File: src/rtl/chacha20_pkg.sv
// Shared types and constants for the ChaCha20 keystream receive path.
package chacha20_pkg;

    localparam int WORDS_PER_BLOCK = 16;
    localparam int WORD_W          = 32;
    localparam int BLOCK_W         = WORDS_PER_BLOCK * WORD_W;
    localparam int IDX_W           = $clog2(WORDS_PER_BLOCK);

    typedef enum logic {
        EMPTY  = 1'b0,
        ACTIVE = 1'b1
    } state_t;

    // Word i occupies bits [32*i+31 : 32*i] of a keystream block.
    function automatic logic [WORD_W-1:0] block_word(
        input logic [BLOCK_W-1:0] blk,
        input logic [IDX_W-1:0]   idx
    );
        return blk[idx*WORD_W +: WORD_W];
    endfunction

endpackage

File: src/rtl/chacha20_word_select.sv
// Selects one 32-bit keystream word from the buffered 512-bit block.
module chacha20_word_select
    import chacha20_pkg::*;
(
    input  logic [BLOCK_W-1:0] blk,
    input  logic [IDX_W-1:0]   idx,
    output logic [WORD_W-1:0]  word
);

    assign word = block_word(blk, idx);

endmodule

File: src/rtl/chacha20_stream_decryptor.sv
// XORs a buffered ChaCha20 keystream block into a 32-bit ciphertext stream.
// Optional build macro CHACHA20_DECRYPT_ZEROIZE_EN wipes the buffer whenever the block is released.
module chacha20_stream_decryptor
    import chacha20_pkg::*;
#(
    parameter int WORDS_PER_BLOCK = 16,
    parameter int WORD_W          = 32
) (
    input  logic                              clock,
    input  logic                              reset,
    input  logic                              clear,
    input  logic [WORDS_PER_BLOCK*WORD_W-1:0] ks_block,
    input  logic                              ks_valid,
    output logic                              ks_ready,
    input  logic [WORD_W-1:0]                 ct_data,
    input  logic                              ct_last,
    input  logic                              ct_valid,
    output logic                              ct_ready,
    output logic [WORD_W-1:0]                 pt_data,
    output logic                              pt_last,
    output logic                              pt_valid,
    input  logic                              pt_ready,
    output logic [31:0]                       blocks_used
);

    state_t                       state_q, state_d;
    logic [IDX_W-1:0]             word_idx_q, word_idx_d;
    logic [BLOCK_W-1:0]           buf_q, buf_d;
    logic [WORD_W-1:0]            pt_data_q, pt_data_d;
    logic                         pt_last_q, pt_last_d;
    logic                         pt_valid_q, pt_valid_d;
    logic [31:0]                  blocks_used_q, blocks_used_d;
    logic [WORD_W-1:0]            ks_word;
    logic                         ks_hs;
    logic                         ct_hs;

    chacha20_word_select u_word_select (
        .blk  (buf_q),
        .idx  (word_idx_q),
        .word (ks_word)
    );

    always_comb begin
        state_d       = state_q;
        word_idx_d    = word_idx_q;
        buf_d         = buf_q;
        pt_data_d     = pt_data_q;
        pt_last_d     = pt_last_q;
        pt_valid_d    = pt_valid_q;
        blocks_used_d = blocks_used_q;

        ks_ready = (state_q == EMPTY);
        ct_ready = (state_q == ACTIVE) && (!pt_valid_q || pt_ready);
        ks_hs    = ks_valid && ks_ready;
        ct_hs    = ct_valid && ct_ready;

        // A consumed word is dropped unless a new one replaces it below.
        if (pt_ready) begin
            pt_valid_d = 1'b0;
        end

        case (state_q)
            EMPTY: begin
                if (ks_hs) begin
                    buf_d         = ks_block;
                    word_idx_d    = '0;
                    blocks_used_d = blocks_used_q + 32'd1;
                    state_d       = ACTIVE;
                end
            end
            ACTIVE: begin
                if (ct_hs) begin
                    pt_data_d  = ct_data ^ ks_word;
                    pt_last_d  = ct_last;
                    pt_valid_d = 1'b1;
                    // A message end forfeits the rest of the block.
                    if (ct_last || (word_idx_q == IDX_W'(WORDS_PER_BLOCK - 1))) begin
                        state_d    = EMPTY;
                        word_idx_d = '0;
`ifdef CHACHA20_DECRYPT_ZEROIZE_EN
                        buf_d      = '0;
`else
                        buf_d      = buf_q;
`endif
                    end else begin
                        word_idx_d = word_idx_q + IDX_W'(1);
                    end
                end
            end
            default: begin
                state_d = EMPTY;
            end
        endcase
    end

    always_ff @(posedge clock) begin
        if (!reset || clear) begin
            state_q       <= EMPTY;
            word_idx_q    <= '0;
            buf_q         <= '0;
            pt_data_q     <= '0;
            pt_last_q     <= 1'b0;
            pt_valid_q    <= 1'b0;
            blocks_used_q <= '0;
        end else begin
            state_q       <= state_d;
            word_idx_q    <= word_idx_d;
            buf_q         <= buf_d;
            pt_data_q     <= pt_data_d;
            pt_last_q     <= pt_last_d;
            pt_valid_q    <= pt_valid_d;
            blocks_used_q <= blocks_used_d;
        end
    end

    assign pt_data     = pt_data_q;
    assign pt_last     = pt_last_q;
    assign pt_valid    = pt_valid_q;
    assign blocks_used = blocks_used_q;

endmodule
File: config.mk
export PLATFORM = sky130hd
export DESIGN_NAME = chacha20_stream_decryptor
export DESIGN_NICKNAME = d
export VERILOG_FILES = /design/src/rtl/chacha20_pkg.sv /design/src/rtl/chacha20_word_select.sv /design/src/rtl/chacha20_stream_decryptor.sv
export SDC_FILE = /design/constraint.sdc
export NUM_CORES = 1
export LEC_CHECK = 0
export ABC_CLOCK_PERIOD_IN_PS = 5700
export CAP_MARGIN = 20
export CORE_MARGIN = 2
export CORE_UTILIZATION = 40
export CTS_BUF_LIST = sky130_fd_sc_hd__clkbuf_16
export CTS_CLUSTER_DIAMETER = 100
export DETAILED_ROUTE_END_ITERATION = 12
export GPL_TIMING_DRIVEN = 0
export PLACE_DENSITY_LB_ADDON = 0.08
export SYNTH_ARGS = -nofsm -noshare
export SYNTH_HDL_FRONTEND = slang
export SYNTH_SLANG_ARGS = --single-unit
File: constraint.sdc
create_clock -name clock -period 5.7 [get_ports clock]
set_input_delay 1.14 -clock clock [delete_from_list [all_inputs] [get_ports clock]]
set_output_delay 1.14 -clock clock [all_outputs]
set_load 0.005 [all_outputs]
# Yosys cells after proc, flatten, opt, wreduce, memory -nomap -nowiden
# Cells that the tools add are included.
word_totals:
  reg_bits: 583
  in_bits: 551
  out_inout_bits: 68
  wordCells: 40
op_classes:
  add_sub_neg: 2
  n_eq_ne: 3
  n_shift: 1
  n_mux: 13
  n_bitwise: 2
  reduce_logical: 12
op_table:
  columns: ["cell", "count"]
  rows:
  - ["$mux 512", 2]
  - ["$shiftx 512x10->32", 1]
  - ["$add 32x1->32 const B", 1]
  - ["$xor 32x32->32", 1]
  - ["$mux 4", 3]
  - ["$pmux 4 s2", 1]
  - ["$reduce_and 2->1", 4]
  - ["$mux 1", 6]
  - ["$add 4x1->4 const B", 1]
  - ["$eq 4x4->1 const B", 1]
  - ["$ne 2x1->1 const B", 2]
  - ["$logic_and 1x1->1", 3]
  - ["$logic_or 1x1->1", 3]
  - ["$logic_not 1->1", 2]
  - ["$pmux 1 s2", 1]
  - ["$not 1->1", 1]

# Logic depth before layout (Yosys ltp)
# Gate-level depths: netlist of the first run.
depth:
  word_depth: 6
  depth_mapped: 7
  ltp_nobuf: 5

# Cells and area by module
# A second synthesis of the first run with hierarchy kept.
unflattened:
  cells_unflattened: 2856
  area_unflattened_um2: 24368.4
by_module_without_submodules:
  columns: ["module", "instances", "cells_per_inst", "area_per_inst_um2", "seq_area_each_um2"]
  rows:
  - ["chacha20_stream_decryptor", 1, 2585, 20639.8, 11671.2]
  - ["chacha20_word_select", 1, 271, 3728.6, 0.0]

# Worst setup path before layout of the first run
# OpenSTA, ideal clock, no wires.
synth_timing:
  path_type: "input to output"
  start: "in pt_ready"
  end: "out ct_ready"
  arrival_time_ps: 2091
  t_required_ps: 4560
  path_slack_ps: 2469
  stages: 5
  n_path_buf: 3
  cell_sequence: "nor2b_1 > clkbuf_1 > clkbuf_1 > buf_1 > nor2_1"
synth_between:
  elab_chain_len: 2
synth_rtl:
  columns: ["element", "line_no", "rtl"]
  rows:
  - ["from (decl)", "chacha20_stream_decryptor.sv:22", "input logic pt_ready,"]
  - ["$logic_or 1x1->1", "chacha20_stream_decryptor.sv:53", "ct_ready = (state_q == ACTIVE) && (!pt_valid_q || pt_ready);"]
  - ["$logic_and 1x1->1", "chacha20_stream_decryptor.sv:53", null]
  - ["to (decl)", "chacha20_stream_decryptor.sv:18", "output logic ct_ready,"]
# Every way passes these cells.

# Worst setup path in the final report of the first run
# Same ends and word-level chain as after synthesis.

==> results summary, run 1 <==
The total global-route track usage came out at about a third. The minimum clock period after layout is 4.849 ns. Of all nets on the critical path, the largest fanout is 10. The width of the die is approximately 250 µm. The mean instance size in the synthesized netlist came out at approximately 8.6 µm².

The weighted congestion reported at the end of routability-driven placement came out at ~0.95. For this design the static power due to leakage is ~12 nW. From synthesis to final layout, the design area changed by 36.67%. The final net count came out at roughly 4200.

Setup repair after global routing left no endpoint under its margin. In the routed design, unresolved DRC markers number 0. The wire length per cell after detailed routing is about 25 µm. The number of global-route vias before repair came out at between 20000 and 25000.

The core region is around 0.062 mm². The data arrival at the endpoint of the critical path came out at roughly 3.7 ns. The CTS tree is done. The post-synthesis instance area came out at 0.02518 mm².

The worst-case headroom to the max-slew limit came out at between 20 and 25%. The total negative slack for setup checks came out at 0 ns. The wire-length estimate of the detail-placed layout is 88350 µm. The number of synthesized flops with an enable pin came out at 0. For this configuration, the core starts out at a cell density of between 40% and 50%. For flop-to-flop paths, the worst setup slack is 2.37 ns. After clock tree synthesis, the setup repair step added 0 buffers. The number of nets handed over by synthesis was around 3500. The die covers between 0.06 and 0.07 mm².

The tree is rooted in a sky130_fd_sc_hd__clkbuf_16. The slew at the pin with the worst max-slew slack came out at between 1 and 1.5 ns. The worst setup path is of the primary input to output port kind. The longest clock path from root to sink contains 3 buffers. The via density per instance came out at around 5.6. The clock sink total is between 500 and 600. The multi-input gate area in the final layout came out at 0.01247 mm². Power spread over the standard cell area amounts to roughly 270 mW/mm². The count of final setup violators came out at 0. Sorting the synthesized cells by area gives the leading types as sky130_fd_sc_hd__dfxtp_1 (46%), sky130_fd_sc_hd__nand2_1 (16%), sky130_fd_sc_hd__mux4_2 (12%), sky130_fd_sc_hd__a21oi_1 (11%), sky130_fd_sc_hd__mux2i_1 (3.8%). The final count of hold timing violations was 0. The vertical die dimension is 254.9 µm. The share of the clock period used by the worst path after layout is a little under nine tenths. The startpoint of the worst register-to-register path is word_idx_q[1]$_SDFFE_PP0P_.

The capturing point of the worst reg2reg path is pt_data[17]$_SDFFE_PP0P_. The proportion of netlist area held by the largest area contributor came out at a little under half. The dominant cell type by area after synthesis is sky130_fd_sc_hd__dfxtp_1.

The detailed-route via count came out at ~25000. The worst hold path terminates at buf_q[218]$_SDFFE_PP0P_. The first-iteration detailed-routing DRC count came out at between 2000 and 2500. Max-cap violations in this run came to 0.

Across the routed clock network, the largest skew measured is about 0.022 ns. For this run the aggregate overflow at the end of global routing stands at 0. The type of destination of the critical path is an output port. The min-delay analysis places its worst path in the category register to register. The startpoint of the most critical hold path is buf_q[218]$_SDFFE_PP0P_. The sequential cells in the finished layout cover a total of approximately 0.012 mm². The share of cells above drive strength 1 came out at about 7.6%. The number of buffers added on ports came out at a little over 600. Clock tree synthesis inserted a total of between 60 and 70 buffers. The most common cell in the synthesized netlist is sky130_fd_sc_hd__nand2_1. The standard-cell row count came out at a little over 90. Across the VDD grid, the largest voltage drop is 0.2220 mV.

The endpoint required time on the critical path is 4.56 ns. Counting instances, the worst hold path has a depth of 2. The number of max-slew violations in the final report was 0.

The number of antenna violations at the first check in global routing is 17. The wire length of the first global-routing pass is 157400 µm. In the synthesized netlist the async set-or-reset flop fraction comes to 0%.

The maximum clock frequency is a little over 200 MHz. The number of buffers inserted by hold repair at cts came out at 0. The clock transition at the register clock pins on the worst setup and hold paths after CTS is roughly 0.060 ns.

The count of TritonRoute iterations in the first routing pass is 6. The number of levels in the clock H-tree came out at 2. The total of flip-flops plus latches after synthesis came out at between 500 and 600. At the later pin of the worst-skew pair, clock insertion delay measures about 0.63 ns. In the synthesized netlist, the cells that appear most often are sky130_fd_sc_hd__nand2_1 (1043), sky130_fd_sc_hd__dfxtp_1 (583), sky130_fd_sc_hd__a21oi_1 (535), sky130_fd_sc_hd__clkbuf_1 (197), sky130_fd_sc_hd__mux4_2 (129). The maximum number of pins on one net before global-route repair is 15. Pin placement for this block handled 619 I/O pins. For this run, the leading register cell type out of synthesis is sky130_fd_sc_hd__dfxtp_1. The count of cell types in the netlist is 47. The flow ran to the end, and the final reports show no timing, DRC or antenna violations.

The count of filler cells inserted in the layout came out at between 5000 and 6000. The sequential cell area fraction in the yosys report is between 40% and 50%. The power after layout is about 9.4 mW. The number of instances in the synthesized netlist came out at roughly 2900. The Yosys step of the flow raised 0 warnings. The number of cells upsized or downsized after cts is 0.

The kind of start point of the critical path is a primary input. Measured in cells, the most critical reg-to-reg path has a length of 6. The post-route antenna net violation count is 0. The final wirelength is ~110000 µm.
kinds of logic (layout without fill, tap and decap cells):
family / count (synthesis) / after routing / synth area share [%]
AND/OR/NAND/NOR: 1250 / 1250 / 21.18
AO/OA/AOI/OAI: 594 / 594 / 12.43
flip-flops: 583 / 583 / 46.36
buffers and inverters: 259 / 988 / 4.115
multiplexers: 226 / 226 / 15.40
XOR/XNOR: 12 / 12 / 0.4175
adder cells (fa/ha/maj): 2 / 2 / 0.09938
other: 0 / 16 / 0
final cells by class:
cell class / instances / share of cell area [%]
timing repair buffer: 618 / 17.98
clock buffer: 61 / 4.436
clock inverter: 50 / 1.255
sequential: 583 / 33.92
multi-input combinational: 2084 / 36.24
antenna: 16 / 0.1164
inverter: 9 / 0.09818
tap: 837 / 3.044
buffer: 250 / 2.913
critical path: stages:
cell and delay, ns:
sky130_fd_sc_hd__clkdlybuf4s50_1 0.44, sky130_fd_sc_hd__nor2b_1 0.13, sky130_fd_sc_hd__clkbuf_1 0.38, sky130_fd_sc_hd__clkbuf_1 0.47, sky130_fd_sc_hd__buf_1 0.58, sky130_fd_sc_hd__nor2_1 0.08
sky130_fd_sc_hd__clkdlybuf4s50_1 0.48
how the worst max path moves through the flow:
| stage | start | end | slack (ns) | cells after the start |
|---|---|---|---|---|
| after global placement | pt_ready | ct_ready | 0.93 | 7 |
| after detailed placement | pt_ready | ct_ready | 0.93 | 7 |
| after floorplan | pt_ready | ct_ready | 2.47 | 5 |
| after CTS | pt_ready | ct_ready | 0.92 | 7 |
| after global routing | pt_ready | ct_ready | 0.78 | 7 |
| final | pt_ready | ct_ready | 0.85 | 7 |
through the flow:
stage | hold slack [ns] | std cells | util, % | area [µm²] | setup WS (ns)
after detailed placement | 0.4431 | 4381 | 52.33 | 32410 | 0.9273
final | 0.4525 | 4508 | 55.55 | 34410 | 0.8508
after global placement | 0.4384 | 4381 | 52.33 | 32410 | 0.9340
after floorplan | 0.4331 | 2926 | - | 25180 | 2.469
after global routing | 0.4641 | 4499 | 55.51 | 34390 | 0.7768
after CTS | 0.4511 | 4492 | 55.49 | 34370 | 0.9181
where the power goes:
group | total [mW] | internal, mW | switching (mW)
Clock | 4.02 | 2.29 | 1.73
Sequential | 4.26 | 4.19 | 0.0661
Combinational | 1.13 | 0.521 | 0.609
Total | 9.41 | 7.00 | 2.41
routing by layer:
layer  global-route usage [%]  wire length, µm
met5                        0               97
met4                    13.67             4300
met3                    6.946            10040
met2                    53.21            51890
met1                    43.64            44910
layout by cell type, fill, tap and decap left out, types with 2 or more instances in the layout:
| cell | n |
|---|---|
| sky130_fd_sc_hd__and3_1 | 3 |
| sky130_fd_sc_hd__xor2_1 | 5 |
| sky130_fd_sc_hd__buf_4 | 6 |
| sky130_fd_sc_hd__a32oi_1 | 31 |
| sky130_fd_sc_hd__mux4_2 | 129 |
| sky130_fd_sc_hd__nand2b_1 | 8 |
| sky130_fd_sc_hd__nor2_1 | 17 |
| sky130_fd_sc_hd__nand3_1 | 38 |
| sky130_fd_sc_hd__clkinv_1 | 14 |
| sky130_fd_sc_hd__or3b_2 | 19 |
| sky130_fd_sc_hd__nand4_1 | 8 |
| sky130_fd_sc_hd__bufinv_16 | 8 |
| sky130_fd_sc_hd__xnor2_1 | 7 |
| sky130_fd_sc_hd__nand2_1 | 1043 |
| sky130_fd_sc_hd__buf_2 | 33 |
| sky130_fd_sc_hd__o31ai_1 | 2 |
| sky130_fd_sc_hd__or3_1 | 12 |
| sky130_fd_sc_hd__o21ai_0 | 15 |
| sky130_fd_sc_hd__clkinvlp_4 | 4 |
| sky130_fd_sc_hd__a21oi_1 | 535 |
| sky130_fd_sc_hd__clkinv_2 | 11 |
| sky130_fd_sc_hd__clkbuf_16 | 61 |
| sky130_fd_sc_hd__nor4b_1 | 31 |
| sky130_fd_sc_hd__nor3_1 | 4 |
| sky130_fd_sc_hd__dfxtp_1 | 583 |
| sky130_fd_sc_hd__o41ai_1 | 4 |
| sky130_fd_sc_hd__ha_1 | 2 |
| sky130_fd_sc_hd__nor4_1 | 34 |
| sky130_fd_sc_hd__nand3b_1 | 2 |
| sky130_fd_sc_hd__nor2b_1 | 2 |
| sky130_fd_sc_hd__mux2i_1 | 96 |
| sky130_fd_sc_hd__diode_2 | 16 |
| sky130_fd_sc_hd__clkbuf_1 | 197 |
| sky130_fd_sc_hd__or4_1 | 5 |
| sky130_fd_sc_hd__inv_1 | 21 |
| sky130_fd_sc_hd__buf_1 | 14 |
| sky130_fd_sc_hd__clkdlybuf4s50_1 | 618 |
| sky130_fd_sc_hd__and4_1 | 2 |
| sky130_fd_sc_hd__or3b_1 | 12 |
| sky130_fd_sc_hd__o311ai_0 | 4 |
registers in the layout (all words and copies together), names as in the netlist:
register     flops
word_idx_q       4
pt_valid         1
pt_data         32
pt_last          1
blocks_used     32
state_q          1
buf_q          512
Power figures use the tool's default switching activity.
==> inputs of run 2 (changes only) <==
Settings changed: ABC_CLOCK_PERIOD_IN_PS 5700 to 5800.
Clock period 5.7 ns to 5.8 ns, I/O delays scaled along.
==> results of run 2 <==
Same layout as run 1 (identical final DEF). Status: complete, no violations.
Among the figures that moved: setup slack after placement 0.9273 ns -> 0.9873 ns; setup slack after layout 0.8508 ns -> 0.9108 ns; register-to-register setup slack 2.37 ns -> 2.47 ns; total power 9.412 mW -> 9.250 mW; worst IR drop on VDD 0.2220 mV -> 0.2182 mV
==> inputs of run 3 (changes only) <==
Settings changed: ABC_CLOCK_PERIOD_IN_PS 5800 to 4500.
Clock period 5.8 ns to 4.5 ns, I/O delays scaled along.
==> results of run 3 <==
Same layout as run 1 (identical final DEF). Status: complete, no violations.
Among the figures that moved: setup slack after placement 0.9273 ns -> 0.2073 ns; setup slack after layout 0.8508 ns -> 0.1308 ns; register-to-register setup slack 2.37 ns -> 1.17 ns; total power 9.412 mW -> 11.92 mW; worst IR drop on VDD 0.2220 mV -> 0.2812 mV
